--- src/rtl/cpu_pkg.sv ---
// Shared CPU definitions: branch/jump type encodings and fetch reset/exception vectors.
package cpu_pkg;

  typedef enum logic [2:0] {
    BR_NONE = 3'b000,
    BR_BEQ  = 3'b001,
    BR_BNE  = 3'b010,
    BR_J    = 3'b011,
    BR_JAL  = 3'b100,
    BR_JR   = 3'b101,
    BR_JALR = 3'b110,
    BR_RSVD = 3'b111
  } br_type_e;

  localparam logic [31:0] RESET_PC = 32'h0000_3000;
  localparam logic [31:0] EXC_PC   = 32'h0000_4180;

endpackage

--- src/rtl/npc_target_gen.sv ---
// D-stage target generator: computes the branch, jump and register targets plus the taken flag.
module npc_target_gen (
  input  logic [2:0]  i_br_type,
  input  logic        i_eq,
  input  logic [15:0] i_imm16,
  input  logic [25:0] i_instr_index,
  input  logic [31:0] i_rs_data,
  input  logic [31:0] i_pc_d,
  output logic        o_taken,
  output logic        o_is_jump,
  output logic        o_is_reg,
  output logic [31:0] o_br_target,
  output logic [31:0] o_j_target,
  output logic [31:0] o_r_target
);
  import cpu_pkg::*;

  assign o_br_target = i_pc_d + 32'd4 + {{14{i_imm16[15]}}, i_imm16, 2'b00};
  assign o_j_target  = {i_pc_d[31:28], i_instr_index, 2'b00};
  assign o_r_target  = i_rs_data;

  always_comb begin
    o_taken   = 1'b0;
    o_is_jump = 1'b0;
    o_is_reg  = 1'b0;
    case (br_type_e'(i_br_type))
      BR_BEQ:         o_taken = i_eq;
      BR_BNE:         o_taken = !i_eq;
      BR_J, BR_JAL:   begin o_taken = 1'b1; o_is_jump = 1'b1; end
      BR_JR, BR_JALR: begin o_taken = 1'b1; o_is_reg  = 1'b1; end
      default:        o_taken = 1'b0;
    endcase
  end

endmodule

--- src/rtl/npc_redirect.sv ---
// Fetch PC register and next-PC select with delay-slot semantics and zero-bubble redirect.
// Optional misaligned jr/jalr trap to EXC_PC is enabled by defining ALIGN_CHECK_EN.
module npc_redirect #(
  parameter logic [31:0] RESET_PC = cpu_pkg::RESET_PC,
  parameter logic [31:0] EXC_PC   = cpu_pkg::EXC_PC
) (
  input  logic        clk,
  input  logic        reset,
  input  logic        stall,
  input  logic        eq_i,
  input  logic [2:0]  br_type,
  input  logic [15:0] imm16,
  input  logic [25:0] instr_index,
  input  logic [31:0] rs_data,
  output logic [31:0] pc_f,
  output logic [31:0] pc_d,
  output logic        redirect,
  output logic [31:0] link_addr,
  output logic        addr_err
);

  logic [31:0] r_pc_f, r_pc_d;
  logic        w_taken, w_is_jump, w_is_reg;
  logic [31:0] w_br_target, w_j_target, w_r_target, w_npc;

  npc_target_gen u_tgt (
    .i_br_type    (br_type),
    .i_eq         (eq_i),
    .i_imm16      (imm16),
    .i_instr_index(instr_index),
    .i_rs_data    (rs_data),
    .i_pc_d       (r_pc_d),
    .o_taken      (w_taken),
    .o_is_jump    (w_is_jump),
    .o_is_reg     (w_is_reg),
    .o_br_target  (w_br_target),
    .o_j_target   (w_j_target),
    .o_r_target   (w_r_target)
  );

`ifdef ALIGN_CHECK_EN
  logic w_misalign;
  logic r_addr_err;

  always_comb begin
    w_misalign = 1'b0;
    w_npc      = r_pc_f + 32'd4;
    if (w_taken) begin
      if (w_is_reg) begin
        if (w_r_target[1:0] != 2'b00) begin
          w_npc      = EXC_PC;
          w_misalign = 1'b1;
        end else begin
          w_npc = w_r_target;
        end
      end else if (w_is_jump) begin
        w_npc = w_j_target;
      end else begin
        w_npc = w_br_target;
      end
    end
  end

  // A stalled edge never loads EXC_PC, so the flag drops there too.
  always_ff @(posedge clk or posedge reset) begin
    if (reset)       r_addr_err <= 1'b0;
    else             r_addr_err <= w_misalign && !stall;
  end

  assign addr_err = r_addr_err;
`else
  logic w_unused;

  always_comb begin
    w_npc = r_pc_f + 32'd4;
    if (w_taken) begin
      if (w_is_reg)       w_npc = {w_r_target[31:2], 2'b00};
      else if (w_is_jump) w_npc = w_j_target;
      else                w_npc = w_br_target;
    end
  end

  assign w_unused = ^{EXC_PC, w_r_target[1:0]};
  assign addr_err = 1'b0;
`endif

  always_ff @(posedge clk or posedge reset) begin
    if (reset) begin
      r_pc_f <= RESET_PC;
      r_pc_d <= RESET_PC - 32'd4;
    end else if (!stall) begin
      r_pc_f <= w_npc;
      r_pc_d <= r_pc_f;
    end
  end

  assign pc_f      = r_pc_f;
  assign pc_d      = r_pc_d;
  assign redirect  = w_taken && !stall;
  assign link_addr = r_pc_d + 32'd8;

endmodule

--- config.mk ---
export PLATFORM = sky130hd
export DESIGN_NAME = npc_redirect
export DESIGN_NICKNAME = d
export VERILOG_FILES = /design/src/rtl/cpu_pkg.sv /design/src/rtl/npc_target_gen.sv /design/src/rtl/npc_redirect.sv
export SDC_FILE = /design/constraint.sdc
export NUM_CORES = 1
export LEC_CHECK = 0
export ABC_AREA = 0
export CAP_MARGIN = 20
export CORE_ASPECT_RATIO = 0.75
export CORE_MARGIN = 2
export CORE_UTILIZATION = 44
export DETAILED_ROUTE_END_ITERATION = 16
export PLACE_DENSITY = 0.84
export SYNTH_ARGS = -nofsm -noshare
export SYNTH_HDL_FRONTEND = slang
export SYNTH_SLANG_ARGS = --single-unit
--- constraint.sdc ---
create_clock -name clk -period 3.2 [get_ports clk]
set_clock_uncertainty 0.05 [all_clocks]
set_input_delay 0.64 -clock clk [delete_from_list [all_inputs] [get_ports clk]]
set_output_delay 0.64 -clock clk [all_outputs]
set_load 0.005 [all_outputs]
==> results.ini, run 1 <==
[placed_design]
dpl.cell_count = 1136
hpwl_um = 16500
gp_congestion = 0.936
portBuffers = 175
placed_cell_area_um2 = 8710

[pwr]
power_density_nw_per_um2 = 976
switchingPower_w = 0.00399
leakagePower_nw = 4.11
seqPwrFrac = 0.198
comb_power_share = 0.699
internal_power_w = 0.00545
irDropWorstVdd_mv = 0.559
switching_share = 0.423
p_clk_frac = 0.103

[cells_and_area]
layout-drive-gt1-share = 0.280
finalNonFillerCells = 1171
utilization = 0.736
final_nets = 1136
syn_to_final_growth_pct = 60.7
layout_common_cells = 151 x clkdlybuf4s50_1, 126 x buf_4, 74 x nand2_1
fin_area_um2 = 9670
diodes = 0
mostFrequentLayoutCell = clkdlybuf4s50_1

[cts]
clk_pin_slew_worst_paths_ns = 0.06
htree_num_levels = 3
cts_tree = built
clock_latency_ns = 0.34
clockRootBuffer = clkbuf_16
numCtsBuffers = 9
cts.sinks = 64
post_cts_hold_buffer_count = 0
cts_buffer_depth = 2

[die]
fp-row-count = 36
die_x_um = 139
initial_core_util = 0.458
die_h_um = 105
core-area_um2 = 13200
ios = 179
dieArea_um2 = 14600

[yosys]
synth_top_flop_cell = dfrtp_1
syn-num-nets = 853
synth_edf_count = 0
synthesis.area_um2 = 6020
syn_avg_cell_area_um2 = 8.45
yosysSeqAreaShare = 0.269
async_reset_ff_frac = 1.00
ys_types = 69
syn_inst = 712
ys_seq_elements = 64
yosys_warnings = 0

[worst_setup_path]
cp-start-kind = input pin
reg2reg_from = pc_d[3]
worstSetupEndpoint = pc_f[22]
cp_max_fo = 3
critical_path.endpoint_type = flop
reg2reg_to = pc_f[29]
required_ns = 3.42
arrival_ns = 3.43
rrSetupSlack_ns = 0.01
setup.worst_path.start = imm16[13]
criticalPathCategory = in2reg
worst_r2r_path_depth = 13

[global_routing]
grt_max_degree = 47
grt_use_total = 0.303
grt-ovfl-total = 0
antenna_found_initial = 0
grt_pass1_vias = 6773
grt_pass1_wl_um = 35700

[routing]
wl_per_cell_um = 20.5
drt_iter0_drc = 875
firstDrtPassIters = 6
vias_per_cell = 6.16
vias = 7209
wl_um = 24100
ant_nets = 0
drc = 0

[sta]
setup_violations = 1
tightest_slew_ns = 0.582
fin_crit_sh = 1.00
drv_slew = 0
relSlewSlack = 0.609
rsz0062_at_grt = yes
setup_slack_ns = -0.00605
fmax_mhz = 312
period_needed_ns = 3.21
hold_viol = 0

[outcome]
violations = setup timing
outcome = finished, violations left

[min_path]
holdCritStartpoint = pc_f[1]
hold_class = reg2reg

[flow_run]
max-cap-violations = 0

[registers in the layout, summed over array words and instances (netlist names)]
| signal | cells |
|---|---|
| pc_f | 32 |
| pc_d | 32 |
[worst max-delay path: stages]
cell             delay [ns]
clkdlybuf4s50_1        0.45
ha_4                   0.30
ha_4                   0.19
a21o_1                 0.19
a31o_1                 0.22
or4b_1                 0.56
o221ai_2               0.21
buf_4                  0.18
buf_4                  0.11
xnor2_1                0.12
mux2i_1                0.11
o21ai_1                0.13
[cells in the mapped netlist, drive strengths merged, types with 4 or more instances]
library cell,instances,area (um^2)
a211o,4,35.0
a211oi,10,95.1
a21o,10,75.1
a21oi,62,310
a221oi,7,73.8
a22oi,4,30.0
a31oi,7,43.8
and2,6,37.5
and3,17,106
buf,8,45.0
clkbuf,26,97.6
dfrtp,51,1280
dfstp,13,342
ha,59,738
inv,18,67.6
mux2,31,349
mux2i,9,90.1
nand2,77,289
nand2b,4,25.0
nand3,28,158
nand4,17,119
nor2,50,188
nor3,11,71.3
o211ai,12,90.1
o21ai,55,279
o21bai,8,63.8
o22a,5,45.0
o22ai,7,43.8
o311ai,5,43.8
xnor2,34,298
xor2,16,140
[through the flow]
stage	TNS [ns]	hold WS, ns	worst slack (ns)	power [W]
5_1_grt	-0.455	0.506	-0.114	0.00997
2_1_floorplan	0	0.431	0.0112	0.00453
3_3_place_gp	-7.18	0.426	-0.532	0.00726
3_5_place_dp	-9.50	0.465	-0.629	0.00744
6_report	-0.00605	0.484	-0.00605	0.00945
4_1_cts	-0.0102	0.488	-0.0102	0.00876
[timing repair]
action / in CTS / in global routing
setup endpoints to repair: 36 / 26
gates cloned: 0 / 0
buffers inserted: 14 / 6
gates resized for setup: 67 / 57
pin swaps: 28 / 31
[routing by layer]
metal | vias to the layer above | GRT usage | part of all wire
li1 | 3213 | - | -
met1 | 3437 | 0.430 | 0.40
met2 | 476 | 0.471 | 0.45
met3 | 83 | 0.0591 | 0.11
met4 | 0 | 0.0859 | 0.033
met5 | - | 0 | 0
[worst min path at each step]
| stage | endpoint | slack (ns) | cells after the start |
|---|---|---|---|
| floorplan | pc_f[0] | 0.43 | 2 |
| global placement | pc_f[0] | 0.43 | 2 |
| detailed placement | pc_d[6] | 0.47 | 2 |
| CTS | pc_f[1] | 0.49 | 2 |
| global route | pc_f[0] | 0.51 | 2 |
| finish | pc_f[1] | 0.48 | 2 |
[power groups by stage]
| stage | logic (W) | clock network (W) | registers [W] |
|---|---|---|---|
| finish | 0.00660 | 0.000972 | 0.00187 |
| global route | 0.00703 | 0.00101 | 0.00193 |
| CTS | 0.00597 | 0.000971 | 0.00183 |
| detailed placement | 0.00562 | 0 | 0.00182 |
| global placement | 0.00546 | 0 | 0.00180 |
| floorplan | 0.00281 | 0 | 0.00172 |
[cells by family (layout without fill, tap and decap cells)]
group           count (synthesis)  in the layout  synth area share
buf+inv                        52            340            0.0349
simple gates                  227            227             0.188
xor+xnor                       50             50            0.0728
fa+ha+maj                      60             60             0.126
compound gates                218            218             0.236
other cells                     1              1          0.000623
mux                            40             40            0.0730
flops                          64             64             0.269
[cell type report]
class                           count  area, um^2
Multi-Input combinational cell    596        4760
Fill cell                         918        3480
Timing Repair Buffer              306        2740
Sequential cell                    64        1620
Clock buffer                       16         282
Tap cell                          171         214
Inverter                           18        67.6
(Power assumes the default switching activity.)
==> run 2, diff against run 1 <==
Settings changed: REMOVE_ABC_BUFFERS set to 1.
==> run 2 against run 1 <==
Effect of this change:
- the flow now finishes without violations
- worst setup slack improved by 0.047 ns
- worst hold slack got worse by 0.027 ns
- sequential share of layout area rose by 0.18 points
- count of clock-buffer cells in the layout fell by 3
- wire length fell by 1.6%
- combinational power fell by 2%
- non-clock buffer count did not move
- clock power rose by 6%
- critical path depth fell by 1
==> results.ini, run 2 (synthesized netlist as in run 1, its figures left out) <==
[outcome]
outcome = finished, final reports clean

[die]
core-area_um2 = 13200  ; unchanged
ios = 179  ; unchanged
initial_core_util = 0.458  ; unchanged
dieArea_um2 = 14600  ; unchanged
die_x_um = 139  ; unchanged
fp-row-count = 36  ; unchanged
die_h_um = 105  ; unchanged

[sta]
tightest_slew_ns = 0.569  ; -0.0124 ns
drv_slew = 0  ; unchanged
fin_crit_sh = 0.987  ; -0.0147
hold_viol = 0  ; unchanged
fmax_mhz = 317  ; +1.5%
tns_ns = 0  ; +0.00605 ns
period_needed_ns = 3.16  ; -0.0469 ns
rsz0062_at_grt = yes
setup_slack_ns = 0.0409  ; +0.0469 ns
whs_ns = 0.457  ; -0.0272 ns
setup_violations = 0  ; -1
relSlewSlack = 0.620  ; +0.0106

[worst_setup_path]
crit_slowest_cell = or4b_1
rrSetupSlack_ns = 0.05  ; +0.04 ns
criticalPathCategory = in2reg
arrival_ns = 3.33  ; -0.10 ns
cp_max_fo = 3  ; unchanged
required_ns = 3.37  ; -0.05 ns
critical_path.endpoint_type = flop
crit_buf_inv = 2  ; -1
slowest_delay_ns = 0.49  ; -0.07 ns
worstPathCellList = clkdlybuf4s50_1 -> ha_1 -> ha_4 -> a21o_1 -> a31o_1 -> or4b_1 -> o221ai_2 -> buf_6 -> o21ai_1 -> xnor2_1 -> o21bai_1
cp-start-kind = input pin
critPathTopFamily = compound AO/OA/AOI/OAI gates

[routing]
ant_nets = 0  ; unchanged
wl_per_cell_um = 20.2  ; -1.6%
wl_um = 23700  ; -1.6%
firstDrtPassIters = 6  ; unchanged
vias = 7065  ; -2.0%
drc = 0  ; unchanged
vias_per_cell = 6.03  ; -2.0%
drt_iter0_drc = 767  ; -12%

[cells_and_area]
final_nets = 1136  ; unchanged
layout-drive-gt1-share = 0.274  ; -0.00600
diodes = 0  ; unchanged
layout_common_cells = 153 x clkdlybuf4s50_1, 126 x buf_4, 75 x nand2_1
mostFrequentLayoutCell = clkdlybuf4s50_1
finalNonFillerCells = 1171  ; unchanged
syn_to_final_growth_pct = 59.0

[placed_design]
dp_slack_ns = -0.772  ; -0.143 ns
dpl.cell_count = 1141  ; +0.44%
portBuffers = 175  ; unchanged
hpwl_um = 16700  ; +1.1%
gp_congestion = 0.920  ; -1.6%

[pwr]
switching_share = 0.422  ; -0.000983
leakagePower_nw = 4.08  ; -0.65%
seqPwrFrac = 0.198  ; about the same
irDropWorstVdd_mv = 0.451  ; -19%
internal_power_w = 0.00542  ; -0.61%
comb_power_share = 0.692  ; -0.007
power_density_nw_per_um2 = 979  ; +0.28%
switchingPower_w = 0.00395  ; -1.0%
p_clk_frac = 0.110  ; +0.007

[global_routing]
grt_pass1_wl_um = 35600  ; -0.17%
grt_max_degree = 36  ; -23%
grt_pass1_vias = 6690  ; -1.2%
grt-ovfl-total = 0  ; unchanged
antenna_found_initial = 0  ; unchanged
grt_use_total = 0.304  ; +0.00101

[cts]
cts_tree = built
clock_latency_ns = 0.34  ; about the same
cts.sinks = 64  ; unchanged
clockRootBuffer = clkbuf_16
clk_pin_slew_worst_paths_ns = 0.06  ; about the same
cts_buffer_depth = 2  ; unchanged
htree_num_levels = 3  ; unchanged
numCtsBuffers = 9  ; unchanged

[min_path]
hold_class = reg2reg

[flow_run]
max-cap-violations = 0  ; unchanged

run 2: cell count changes in the layout (fill, tap and decap cells not counted), sizes merged:
cell	before	now
bufinv	0	1
clkbuf	17	16
clkdlybuf4s15	1	2
clkdlybuf4s50	151	153
clkinv	0	2
dlygate4sd2	16	13
dlymetal6s2s	4	2
run 2: power by group through the flow:
| stage | sequential (W) | clock (W) | combinational, W |
|---|---|---|---|
| after floorplan | 0.00173 | 0 | 0.00273 |
| after global placement | 0.00179 | 0 | 0.00552 |
| after detailed placement | 0.00181 | 0 | 0.00563 |
| after CTS | 0.00181 | 0.00103 | 0.00587 |
| after global routing | 0.00191 | 0.00107 | 0.00696 |
| final | 0.00185 | 0.00103 | 0.00649 |
run 2: worst paths after layout:
kind                       startpoint        to  cells past startpoint
setup / recovery            imm16[13]  pc_f[30]                     11
hold / removal                pc_f[0]   pc_f[0]                      2
setup reg to reg              pc_d[3]  pc_f[21]                     12
hold reg to reg               pc_f[0]   pc_f[0]                      2
max in group asynchronous       reset  pc_d[11]                      3
min in group asynchronous       reset   pc_f[0]                      2
run 2: metal layers:
metal	share of wire	track usage	wire, um
met5	0	0	0
met4	0.023	0.0649	554
met3	0.092	0.0627	2170
met2	0.45	0.478	10700
met1	0.43	0.434	10200
run 2: repair_timing:
item,CTS,global route
cloned,0,0
setup endpoints to repair,32,29
gates resized for setup,58,59
pin swaps,26,35
hold buffers,0,0
buffers inserted,8,6
run 2: stage by stage:
stage,utilization,instance area (um^2),total power (W)
after floorplan,-,5880,0.00446
after global placement,0.663,8720,0.00732
after detailed placement,0.663,8720,0.00744
after CTS,0.702,9230,0.00870
after global routing,0.728,9570,0.00994
final,0.728,9570,0.00937
run 2: tightest hold or removal path, delay by kind of cell (launching register included):
| kind | cells | cell delay (ns) |
|---|---|---|
| and+or+nand+nor | 2 | 0.11 |
| DFF | 1 | 0.37 |
run 2: layout make-up:
type	count	area, um^2
Multi-Input combinational cell	596	4650
Timing Repair Buffer	306	2720
Tap cell	171	214
Clock buffer	13	260
Fill cell	979	3580
Clock inverter	3	40.0
Inverter	18	67.6
Sequential cell	64	1620
==> run 3, diff against run 2 <==
Settings changed: GPL_TIMING_DRIVEN set to 0.
==> run 3 against run 2 <==
Effect of this change:
- the run now ends with setup timing left
- final area is 5.2% lower
- fmax is 1.7% lower
- register-to-register slack worse by 0.06 ns
- non-clock buffer count is 92 lower
- critical endpoint is now pc_f[17]
==> results.ini, run 3 (synthesized netlist as in run 1, its figures left out) <==
[worst_setup_path]
arrival_ns = 3.38  ; +0.05 ns
worstSetupEndpoint = pc_f[17]
setup.worst_path.start = pc_d[3]
reg2reg_from = pc_d[3]
required_ns = 3.36  ; about the same
crit_slowest_cell = dfstp_2
crit_buf_inv = 2  ; unchanged
criticalPathCategory = reg2reg
cp-start-kind = flop
critPathTopFamily = compound AO/OA/AOI/OAI gates
reg2reg_to = pc_f[17]
cp_max_fo = 4  ; +1
crit_cells = 13  ; +2
slowest_delay_ns = 0.59  ; +0.10 ns
worst_r2r_path_depth = 13  ; +1
worstPathCellList = ha_4 -> ha_4 -> fa_2 -> a211oi_4 -> o21bai_4 -> a211oi_4 -> buf_6 -> buf_4 -> o21bai_4 -> a21oi_2 -> xnor2_1 -> mux2i_1 -> o21ai_1
rrSetupSlack_ns = -0.01  ; -0.06 ns
critical_path.endpoint_type = flop

[sta]
setup_slack_ns = -0.0142  ; -0.0551 ns
period_needed_ns = 3.21  ; +0.0551 ns
fmax_mhz = 311  ; -1.7%
setup_violations = 1  ; +1
tightest_slew_ns = 0.986  ; +0.416 ns
whs_ns = 0.461  ; +0.00468 ns
drv_slew = 0  ; unchanged
rsz0062_at_grt = yes
fin_crit_sh = 1.00  ; +0.0172
tns_ns = -0.0142  ; -0.0142 ns
hold_viol = 0  ; unchanged
relSlewSlack = 0.343  ; -0.277

[global_routing]
grt_max_degree = 88  ; +140%
grt_use_total = 0.289  ; -0.0150
antenna_found_initial = 0  ; unchanged
grt-ovfl-total = 0  ; unchanged
grt_pass1_vias = 6246  ; -6.6%
grt_pass1_wl_um = 33900  ; -4.8%

[placed_design]
hpwl_um = 14200  ; -15%
portBuffers = 175  ; unchanged
placed_cell_area_um2 = 7890  ; -9.5%
gp_congestion = 0.937  ; +1.8%

[cts]
cts_buffer_depth = 2  ; unchanged
cts_tree = built
clock_latency_ns = 0.34  ; about the same
cts.sinks = 64  ; unchanged
post_cts_hold_buffer_count = 0  ; unchanged
clk_pin_slew_worst_paths_ns = 0.06  ; about the same
numCtsBuffers = 9  ; unchanged
clockRootBuffer = clkbuf_16
htree_num_levels = 3  ; unchanged

[pwr]
seqPwrFrac = 0.213  ; +0.015
p_clk_frac = 0.124  ; +0.014
switching_share = 0.433  ; +0.0111
comb_power_share = 0.663  ; -0.029
power_density_nw_per_um2 = 975  ; -0.41%
leakagePower_nw = 3.69  ; -9.6%
internal_power_w = 0.00502  ; -7.4%
switchingPower_w = 0.00383  ; -3.1%
irDropWorstVdd_mv = 0.558  ; +24%

[cells_and_area]
layout-drive-gt1-share = 0.209  ; -0.0650
layout_common_cells = 148 x clkdlybuf4s50_1, 75 x nand2_1, 58 x a21oi_1
final_nets = 1045  ; -8.0%
diodes = 0  ; unchanged
syn_to_final_growth_pct = 50.8
fin_area_um2 = 9080  ; -5.2%
mostFrequentLayoutCell = clkdlybuf4s50_1

[routing]
wl_um = 22100  ; -6.5%
vias = 6643  ; -6.0%
wl_per_cell_um = 20.5  ; +1.4%
drt_iter0_drc = 619  ; -19%
ant_nets = 0  ; unchanged
drc = 0  ; unchanged
vias_per_cell = 6.15  ; +1.9%
firstDrtPassIters = 5  ; -1

[die]
ios = 179  ; unchanged
fp-row-count = 36  ; unchanged
initial_core_util = 0.458  ; unchanged
die_h_um = 105  ; unchanged
dieArea_um2 = 14600  ; unchanged
core-area_um2 = 13200  ; unchanged
die_x_um = 139  ; unchanged

[outcome]
outcome = finished, violations left
violations = setup timing

[min_path]
hold_class = reg2reg

[flow_run]
max-cap-violations = 0  ; unchanged

## run 3: cell types whose count changed in the layout (fill, tap and decap cells not counted), moves of 4 or more
cell             delta
buf_4              -95
clkdlybuf4s50_1     -5
ha_1                -4
o21ai_0             -5
o21ai_1             +6
o21ai_2             -4
## run 3: how the worst min path moves through the flow
stage,start,end,slack [ns],cells past startpoint
after floorplan,pc_f[0],pc_f[0],0.43,2
after global placement,pc_f[0],pc_f[0],0.44,2
after detailed placement,pc_f[0],pc_f[0],0.44,2
after CTS,pc_f[0],pc_f[0],0.46,2
after global routing,pc_f[0],pc_f[0],0.49,2
final,pc_f[0],pc_f[0],0.46,2
## run 3: power groups by stage
stage	clock network, W	registers (W)	logic [W]
floorplan	0	0.00173	0.00273
global placement	0	0.00186	0.00453
detailed placement	0	0.00188	0.00463
CTS	0.00109	0.00185	0.00531
global route	0.00114	0.00195	0.00629
finish	0.00110	0.00188	0.00587
## run 3: layout make-up
type	instances	area, um^2
Sequential cell	64	1620
Tap cell	171	214
Timing Repair Buffer	214	2070
Inverter	18	77.6
Multi-Input combinational cell	597	4770
Clock inverter	5	80.1
Fill cell	1013	4080
Clock buffer	11	243
## run 3: worst reg2reg max path, delay by kind of cell (launching register included)
family	cells	cell delay, ns
buffers and inverters	2	0.29
muxes	1	0.21
xor gates and xnor gates	1	0.09
DFF	1	0.59
adders and majority gates	3	0.75
AOI/OAI and AO/OA	6	1.09
## run 3: through the flow
step / power (W) / std cells / utilization / setup WS, ns
floorplan: 0.00446 / 678 / - / -0.185
global placement: 0.00639 / 1024 / 0.596 / -2.83
detailed placement: 0.00651 / 1026 / 0.600 / -1.41
CTS: 0.00825 / 1070 / 0.664 / -0.178
global route: 0.00938 / 1080 / 0.690 / -0.106
finish: 0.00885 / 1080 / 0.690 / -0.0142
## run 3: layer usage
layer | track usage | share of wire
met1 | 0.414 | 0.44
met2 | 0.452 | 0.45
met3 | 0.0595 | 0.085
met4 | 0.0620 | 0.025
met5 | 0 | 0
## run 3: what timing repair did
| action | 4_1_cts | 5_1_grt |
|---|---|---|
| setup endpoints to repair | 45 | 27 |
| buffers inserted | 27 | 10 |
| cloned | 1 | 0 |
| gates resized for setup | 89 | 60 |
| pin swaps | 29 | 28 |
==> patch, RTL diff (flow settings as in run 1) <==
Build with the macro `ALIGN_CHECK_EN` defined.
--- a/src/rtl/npc_redirect.sv
+++ b/src/rtl/npc_redirect.sv
@@ -1,5 +1,7 @@
 // Fetch PC register and next-PC select with delay-slot semantics and zero-bubble redirect.
 // Optional misaligned jr/jalr trap to EXC_PC is enabled by defining ALIGN_CHECK_EN.
+`define ALIGN_CHECK_EN
+
 module npc_redirect #(
   parameter logic [31:0] RESET_PC = cpu_pkg::RESET_PC,
   parameter logic [31:0] EXC_PC   = cpu_pkg::EXC_PC
Function: changed (Yosys sat finds a counterexample within 4 cycles, from zero or initial values and one cycle with reset high).
==> patch against run 1 <==
The run still ends with setup timing left; first-iteration DRC count decreased by 7.7%; count of clock-buffer cells in the layout decreased by 2; power decreased by 8.6%; via count increased by 2.0%; design area decreased by 1.0%; largest cell class unchanged; setup slack got worse by 0.013 ns; cell count increased by 3.7%; area after synthesis increased by 3.1%; routed wire length about the same; sequential cell count increased by 1.
==> patch: results (changes against run 1) <==
* Final clock-cell share at 3.23% (+0.32 points)
* Worst r2r dst: pc_f[28]
* Routed met2 length at 10500 um (-3.3%)
* FF-to-FF setup slack at 0.04 ns (+0.03 ns)
* Drt first pass iters at 5 (-1)
* DRT iter0 DRCs at 808 (-7.7%)
* CTS resizes at 36 (-46%)
* All-Layer GR Usage at 31.2% (+0.90 points)
* Mapped Area at 6210 sq um (+3.1%)
* Final setup fails at 1 (unchanged)
* Grt met2 use at 48.3% (+1.2 points)
* Non-clk buf share at 29.5% (+1.2 points)
* Share of layout cells above drive strength 1 at 23.7% (-4.3 points)
* First-pass GRT wire length at 37100 um (+4.0%)
* Vias in the first global route at 6959 (+2.7%)
* Slowest CP cell: clkdlybuf4s50_1
* Leak Pwr at 0.00416 uW (+1.3%)
* Reg-to-Reg Start: pc_d[5]
* Max Fanout on Critical Path at 4 (+1)
* Non-CTS buffers at 315 (+2.9%)
* Commonest cells in the netlist: 65 x nand2_1, 61 x a21oi_1, 59 x ha_1
* Beginning of the critical path: imm16[3]
* DR WL met3 at 2210 um (-16%)
* Fin worst setup slack at -0.0190 ns (-0.0130 ns)
* Crit-path max cell delay at 0.40 ns (-0.16 ns)
* Maximum VDD drop at 0.499 mV (-11%)
* Int Pwr at 5010 uW (-8.1%)
* Post-synthesis adder-cell area fraction at 12.2% (-0.38 points)
* Failing checks: setup timing
* Slew @ Worst Pin at 0.603 ns (+0.0212 ns)
* Status: finished, violations left
* Final Core Density at 69.6% (-3.9 points)
* Count of input and output buffers at 178 (+1.7%)
* Area after detailed placement at 9060 sq um (+4.0%)
* Syn_nets at 889 (+4.2%)
* M3 GR Usage at 5.85% (-0.056 points)
* FILL cells at 1084 (+18%)
* Worst hold path endpoint: pc_f[0]
* Layout Nets at 1175 (+3.4%)
* GPL Wtd Cong at 0.944 (+0.94%)
* Post-Synth XOR/XNOR Area at 6.35% (-0.93 points)
* HPWL Detailed at 18400 um (+12%)
* Via-to-Cell Ratio at 6.06 (-1.6%)
* Hold path startpoint: pc_f[0]
* Critical Path AT at 3.41 ns (-0.02 ns)
* Mux contribution to synthesized area at 5.54% (-1.8 points)
* R2R depth at 10 (-3)
* GR Util met1 at 44.8% (+1.8 points)
[patch: worst reg2reg max path, stage by stage (launching register included)]
cell	delay, ns
dfstp_2	0.55
buf_4	0.15
ha_1	0.23
ha_1	0.36
a21oi_2	0.30
a21oi_1	0.14
o211ai_1	0.34
nand3_2	0.20
o311a_1	0.35
o21a_1	0.17
o31ai_1	0.22
[patch: power by group through the flow]
stage	Sequential (uW)	Combinational (uW)	Clock [uW]
2_1_floorplan	1680	2620	0
3_3_place_gp	1740	5420	0
3_5_place_dp	1750	5520	0
4_1_cts	1740	5610	1050
5_1_grt	1810	6260	1090
6_report	1760	5820	1040
[patch: stage by stage]
step	worst slack, ns	std cells	TNS (ns)	hold WS (ns)
2_1_floorplan	0.00926	748	0	0.431
3_3_place_gp	-0.537	1194	-6.32	0.434
3_5_place_dp	-0.579	1194	-7.19	0.447
4_1_cts	0.00613	1214	0	0.466
5_1_grt	-0.0626	1214	-0.203	0.491
6_report	-0.0190	1214	-0.0190	0.462
